===== src/rtl/output_stream_writer.sv =====
// Collects per-pixel conv results for one image into a small register FIFO and
// streams them out as sign-extended AXI4-Stream beats, with row and image completion pulses.
module output_stream_writer #(
  parameter int DATA_WIDTH = 16,
  parameter int AXIS_WIDTH = 256,
  parameter int FIFO_DEPTH = 8,
  parameter int SIZE_WIDTH = 7
) (
  input  logic                  clk,
  input  logic                  Reset,
  input  logic                  Start_image,
  input  logic [SIZE_WIDTH-1:0] IMAGE_SIZE,
  input  logic [DATA_WIDTH-1:0] din,
  input  logic                  din_valid,
  output logic                  din_ready,
  output logic [AXIS_WIDTH-1:0] m_axis_tdata,
  output logic                  m_axis_tvalid,
  input  logic                  m_axis_tready,
  output logic                  m_axis_tlast,
  output logic                  Done_1row,
  output logic                  Done_image,
  output logic                  Busy
);

  // state  | meaning
  // IDLE   | waiting for Start_image with a nonzero size
  // STREAM | accepting din and emitting beats independently
  // DONE   | one-cycle Done_image pulse after the TLAST handshake

  localparam int PTR_W = $clog2(FIFO_DEPTH);
  localparam int CNT_W = 2 * SIZE_WIDTH;

  typedef enum logic [1:0] {IDLE, STREAM, DONE} state_t;

  state_t                state;
  logic [DATA_WIDTH-1:0] mem [FIFO_DEPTH];
  logic [PTR_W-1:0]      wr_ptr, rd_ptr;
  logic [PTR_W:0]        fifo_cnt;
  logic [SIZE_WIDTH-1:0] size_q, col_cnt, row_cnt;
  logic [CNT_W-1:0]      total, in_cnt, out_cnt;
  logic                  done_row_q;
  logic                  fifo_full, fifo_empty, push, pop;
  logic [DATA_WIDTH-1:0] head;

  assign fifo_full  = (fifo_cnt == (PTR_W+1)'(FIFO_DEPTH));
  assign fifo_empty = (fifo_cnt == '0);
  assign head       = mem[rd_ptr];

  // Ready ignores tready on purpose: a full FIFO never accepts, even on a pop cycle.
  assign din_ready     = (state == STREAM) && !fifo_full && (in_cnt < total);
  assign m_axis_tvalid = (state == STREAM) && !fifo_empty;
  assign m_axis_tlast  = m_axis_tvalid && (out_cnt == total - CNT_W'(1));
  assign m_axis_tdata  = AXIS_WIDTH'($signed(head));

  assign push = din_valid && din_ready;
  assign pop  = m_axis_tvalid && m_axis_tready;

  assign Done_1row  = done_row_q;
  assign Done_image = (state == DONE);
  assign Busy       = (state != IDLE);

  always_ff @(posedge clk) begin
    if (Reset) begin
      state      <= IDLE;
      for (int i = 0; i < FIFO_DEPTH; i++) mem[i] <= '0;
      wr_ptr     <= '0;
      rd_ptr     <= '0;
      fifo_cnt   <= '0;
      size_q     <= '0;
      col_cnt    <= '0;
      row_cnt    <= '0;
      total      <= '0;
      in_cnt     <= '0;
      out_cnt    <= '0;
      done_row_q <= 1'b0;
    end else begin
      done_row_q <= 1'b0;

      if (push) begin
        mem[wr_ptr] <= din;
        wr_ptr      <= wr_ptr + PTR_W'(1);
        in_cnt      <= in_cnt + CNT_W'(1);
      end

      if (pop) begin
        rd_ptr  <= rd_ptr + PTR_W'(1);
        out_cnt <= out_cnt + CNT_W'(1);
        if (col_cnt == size_q - SIZE_WIDTH'(1)) begin
          col_cnt    <= '0;
          row_cnt    <= row_cnt + SIZE_WIDTH'(1);
          done_row_q <= 1'b1;
        end else begin
          col_cnt <= col_cnt + SIZE_WIDTH'(1);
        end
      end

      case ({push, pop})
        2'b10:   fifo_cnt <= fifo_cnt + (PTR_W+1)'(1);
        2'b01:   fifo_cnt <= fifo_cnt - (PTR_W+1)'(1);
        default: fifo_cnt <= fifo_cnt;
      endcase

      case (state)
        IDLE: begin
          if (Start_image && (IMAGE_SIZE != '0)) begin
            size_q  <= IMAGE_SIZE;
            total   <= CNT_W'(IMAGE_SIZE) * CNT_W'(IMAGE_SIZE);
            in_cnt  <= '0;
            out_cnt <= '0;
            col_cnt <= '0;
            row_cnt <= '0;
            state   <= STREAM;
          end
        end
        STREAM: begin
          if (pop && (out_cnt == total - CNT_W'(1))) state <= DONE;
        end
        DONE:    state <= IDLE;
        default: state <= IDLE;
      endcase
    end
  end

endmodule

===== config.mk =====
export PLATFORM = sky130hd
export DESIGN_NAME = output_stream_writer
export DESIGN_NICKNAME = d
export VERILOG_FILES = /design/src/rtl/output_stream_writer.sv
export SDC_FILE = /design/constraint.sdc
export NUM_CORES = 1
export LEC_CHECK = 0
export CORE_ASPECT_RATIO = 0.5
export CORE_UTILIZATION = 30
export DETAILED_ROUTE_END_ITERATION = 16
export HOLD_SLACK_MARGIN = 0.12
export SYNTH_ARGS = -nofsm -noshare
export SYNTH_HDL_FRONTEND = slang
export SYNTH_SLANG_ARGS = --single-unit
export TNS_END_PERCENT = 50

===== constraint.sdc =====
create_clock -name clk -period 5 [get_ports clk]
set_input_delay 0.5 -clock clk [delete_from_list [all_inputs] [get_ports clk]]
set_output_delay 0.5 -clock clk [all_outputs]
set_load 0.03 [all_outputs]

==> impl_metrics.xml <==
<?xml version="1.0" encoding="UTF-8"?>
<metrics>
  <group name="clocking">
    <metric name="cts-buffers-inserted" unit="">17</metric>
    <metric name="clock_tree_from_tritoncts" unit="">built</metric>
    <metric name="clock_path_buffers" unit="">2</metric>
    <metric name="cts_setup_buffers" unit="">0</metric>
    <metric name="postCtsHoldBufs" unit="">0</metric>
    <metric name="htree_num_levels" unit="">4</metric>
    <metric name="post_cts.resized_instances" unit="">0</metric>
    <metric name="cts_root_buf" unit="">clkbuf_16</metric>
    <metric name="clk_pin_slew" unit="ns">0.07</metric>
    <metric name="clock_insertion_delay_worst_skew" unit="ns">0.44</metric>
    <metric name="tritoncts_num_sinks" unit="">198</metric>
  </group>
  <group name="timing">
    <metric name="max_slew_margin" unit="">0.306</metric>
    <metric name="totalNegativeSetupSlack" unit="ns">0</metric>
    <metric name="final_slew_viol_count" unit="">0</metric>
    <metric name="max_clock_freq" unit="MHz">225</metric>
    <metric name="timing.final.ws_setup" unit="ns">0.556</metric>
    <metric name="grt_setup_unrepaired" unit="">false</metric>
    <metric name="fin_skew" unit="ns">0.00905</metric>
    <metric name="finalHoldViolations" unit="">0</metric>
    <metric name="worst_slew_pin_slew" unit="ns">1.04</metric>
    <metric name="final_period_minus_worst_setup_slack" unit="ns">4.44</metric>
    <metric name="finalSetupViolCount" unit="">0</metric>
    <metric name="final.period_utilization" unit="">0.889</metric>
  </group>
  <group name="pwr">
    <metric name="vdd_drop_max" unit="mV">0.267</metric>
    <metric name="power_leakage" unit="nW">5.32</metric>
    <metric name="power_density" unit="nW/µm²">328</metric>
  </group>
  <group name="die">
    <metric name="start_util" unit="">0.307</metric>
    <metric name="chipHeight" unit="µm">146</metric>
    <metric name="core.rowCount" unit="">52</metric>
    <metric name="die_width" unit="µm">291</metric>
    <metric name="io_pins" unit="">290</metric>
    <metric name="die-area" unit="µm²">42600</metric>
    <metric name="core-area" unit="µm²">40800</metric>
  </group>
  <group name="global_route">
    <metric name="layer_carrying_the_most_global_route_usage" unit="">met2</metric>
    <metric name="grt_start_max_net_pins" unit="">133</metric>
    <metric name="use_met3" unit="">0.0192</metric>
    <metric name="grt_use_met1" unit="">0.177</metric>
    <metric name="grt.overflow.total" unit="">0</metric>
    <metric name="global_route.usage.met2" unit="">0.233</metric>
    <metric name="grt_first_pass_wirelength" unit="µm">45700</metric>
    <metric name="grt_pass1_vias" unit="">8045</metric>
    <metric name="globalRouteTotalUtil" unit="">0.135</metric>
    <metric name="grt_antenna_before_repair" unit="">0</metric>
  </group>
  <group name="status">
    <metric name="status" unit="">complete, no violations</metric>
  </group>
  <group name="detailed_routing">
    <metric name="drt-vias-per-instance" unit="">4.55</metric>
    <metric name="postRouteAntennaNets" unit="">0</metric>
    <metric name="wl" unit="µm">28800</metric>
    <metric name="vias" unit="">8330</metric>
    <metric name="route.detailed.wl_per_inst" unit="µm">15.7</metric>
    <metric name="drt_first_iter_violations" unit="">412</metric>
    <metric name="first_pass_drt_iterations" unit="">4</metric>
    <metric name="post-route-drc-count" unit="">0</metric>
  </group>
  <group name="placed_design">
    <metric name="detailedPlace.worstSlack" unit="ns">0.0961</metric>
    <metric name="place_hpwl" unit="µm">19400</metric>
    <metric name="place.port_buffers" unit="">289</metric>
    <metric name="post-place-cells" unit="">1799</metric>
    <metric name="gp_routability_congestion" unit="">0.787</metric>
  </group>
  <group name="yosys">
    <metric name="synth_area" unit="µm²">12500</metric>
    <metric name="synth_top_area_cell" unit="">edfxtp_1</metric>
    <metric name="ys_types" unit="">63</metric>
    <metric name="yosysWarnings" unit="">0</metric>
    <metric name="synth-seq-cells" unit="">198</metric>
    <metric name="post_synth_main_area_contributors" unit="">edfxtp_1 31%, buf_4 14%, dfxtp_1 11%, mux4_2 5.8%, nor2_1 4.7%</metric>
    <metric name="postSynth.asyncResetShare" unit="">0</metric>
    <metric name="synth-seq-area-share" unit="">0.419</metric>
    <metric name="number_of_enable_type_register_cells_in_the_synthesized_netlist" unit="">128</metric>
    <metric name="synth_fp_nets" unit="">1317</metric>
    <metric name="syn-mean-instance-area" unit="µm²">10.2</metric>
    <metric name="ys_dominant_reg_cell" unit="">edfxtp_1</metric>
    <metric name="post_syn_instances" unit="">1229</metric>
    <metric name="synth_top_area_share" unit="">0.307</metric>
  </group>
  <group name="hold_path">
    <metric name="hold_path_class" unit="">reg -&gt; reg</metric>
    <metric name="hold_path.startpoint" unit="">size_q[6]$_SDFFE_PP0P_</metric>
  </group>
  <group name="cells_and_area">
    <metric name="nNetsFinal" unit="">1366</metric>
    <metric name="fillers" unit="">3990</metric>
    <metric name="diodes" unit="">0</metric>
    <metric name="layoutNonFillerInstCount" unit="">1831</metric>
    <metric name="post_route_cells_drive_above_1_share" unit="">0.117</metric>
    <metric name="most-common-layout-cells" unit="">288 x clkdlybuf4s50_1, 156 x nor2_1, 128 x edfxtp_1</metric>
    <metric name="area.growth.synth_to_final" unit="%">19.4</metric>
    <metric name="layout_commonest_cell" unit="">clkdlybuf4s50_1</metric>
  </group>
  <group name="critical_path">
    <metric name="critical_path.startpoint" unit="">IMAGE_SIZE[1]</metric>
    <metric name="timing_worst_setup_path_type" unit="">in -&gt; reg</metric>
    <metric name="regToRegStartpoint" unit="">size_q[0]$_SDFFE_PP0P_</metric>
    <metric name="critPathRequiredTime" unit="ns">5.30</metric>
    <metric name="arrival" unit="ns">4.74</metric>
    <metric name="startpoint_type" unit="">input pin</metric>
    <metric name="critPathCaptureType" unit="">flip-flop</metric>
    <metric name="crit_path_max_fanout" unit="">5</metric>
  </group>
  <group name="run">
    <metric name="maxCapViolCount" unit="">0</metric>
  </group>
</metrics>
-- critical path, cell delays in order --
cell and delay [ns]:
clkdlybuf4s50_1 0.54, nand2_1 0.12, xor2_1 0.15, ha_1 0.28, inv_1 0.05, fa_1 0.52
inv_1 0.05, fa_1 0.52, inv_1 0.05, fa_1 0.52, inv_1 0.04, ha_1 0.35
nand3_1 0.11, a21oi_1 0.07, o311ai_0 0.47, a21oi_1 0.14, xor2_1 0.17, a21oi_1 0.08
-- routing by layer --
metal,part of all wire,wire length (µm)
met5,0,0
met4,0.011,320
met3,0.036,1030
met2,0.50,14300
met1,0.46,13100
-- stage by stage --
| stage | area (µm²) | power [mW] | utilization | hold WS, ns |
|---|---|---|---|---|
| finish | 15000 | 4.90 | 0.367 | 0.485 |
| global route | 15000 | 5.14 | 0.367 | 0.496 |
| CTS | 15000 | 4.95 | 0.367 | 0.484 |
| detailed placement | 14400 | 3.60 | 0.353 | 0.473 |
| global placement | 14400 | 3.59 | 0.353 | 0.465 |
| floorplan | 12500 | 3.27 | - | 0.448 |
-- sequential cells by signal (all words and copies together), names as in the netlist, named ones only --
name,count
Done_1row,1
col_cnt,7
fifo_cnt,4
in_cnt,14
mem,128
out_cnt,14
rd_ptr,3
size_q,7
state,2
total,12
wr_ptr,3
-- Yosys cell counts (all sizes together), types with 8 or more instances --
cell type  instances
a21oi             35
and2              18
and3              11
buf              251
clkbuf            39
dfxtp             70
edfxtp           128
fa                14
ha                46
inv               42
mux2              19
mux2i              9
mux4              32
nand2             92
nand3             17
nand4             15
nor2             177
nor2b              8
nor3              13
o21ai             17
o311ai             8
o31ai             11
or3               20
xnor2             28
xor2              26
-- kinds of logic (layout without fill, tap and decap cells) --
family | count (synthesis) | after routing | share of synthesized area
XOR/XNOR | 54 | 54 | 0.0378
buffers and inverters | 332 | 394 | 0.173
AO/OA/AOI/OAI | 118 | 118 | 0.0646
adder cells (fa/ha/maj) | 60 | 60 | 0.0683
flip-flops | 198 | 198 | 0.419
multiplexers | 60 | 60 | 0.0818
AND/OR/NAND/NOR | 407 | 407 | 0.155
-- layout make-up --
| class | instances | area [µm²] | share of cell area |
|---|---|---|---|
| flip-flops and latches | 198 | 5250 | 0.351 |
| inverters | 42 | 158 | 0.0105 |
| well taps | 540 | 676 | 0.0452 |
| multi-input cells | 699 | 5170 | 0.346 |
| repair buffers | 320 | 3130 | 0.210 |
| clock buffers | 18 | 429 | 0.0287 |
| clock inverters | 14 | 143 | 0.00954 |
-- path summary, 6_finish.rpt --
path                               to  cells past startpoint  slack [ns]
max            total[13]$_SDFFE_PP0P_                     18        0.56
min            size_q[6]$_SDFFE_PP0P_                      2        0.48
max reg2reg  fifo_cnt[3]$_SDFFE_PP0P_                     15        1.18
min reg2reg    size_q[6]$_SDFFE_PP0P_                      2        0.48
-- power breakdown --
part / switching [mW] / leakage [nW] / internal (mW)
clock network: 0.651 / 0.280 / 0.703
registers: 0.0534 / 1.89 / 1.81
logic: 1.02 / 3.15 / 0.669
No activity file was read; power rests on OpenSTA's default activity.
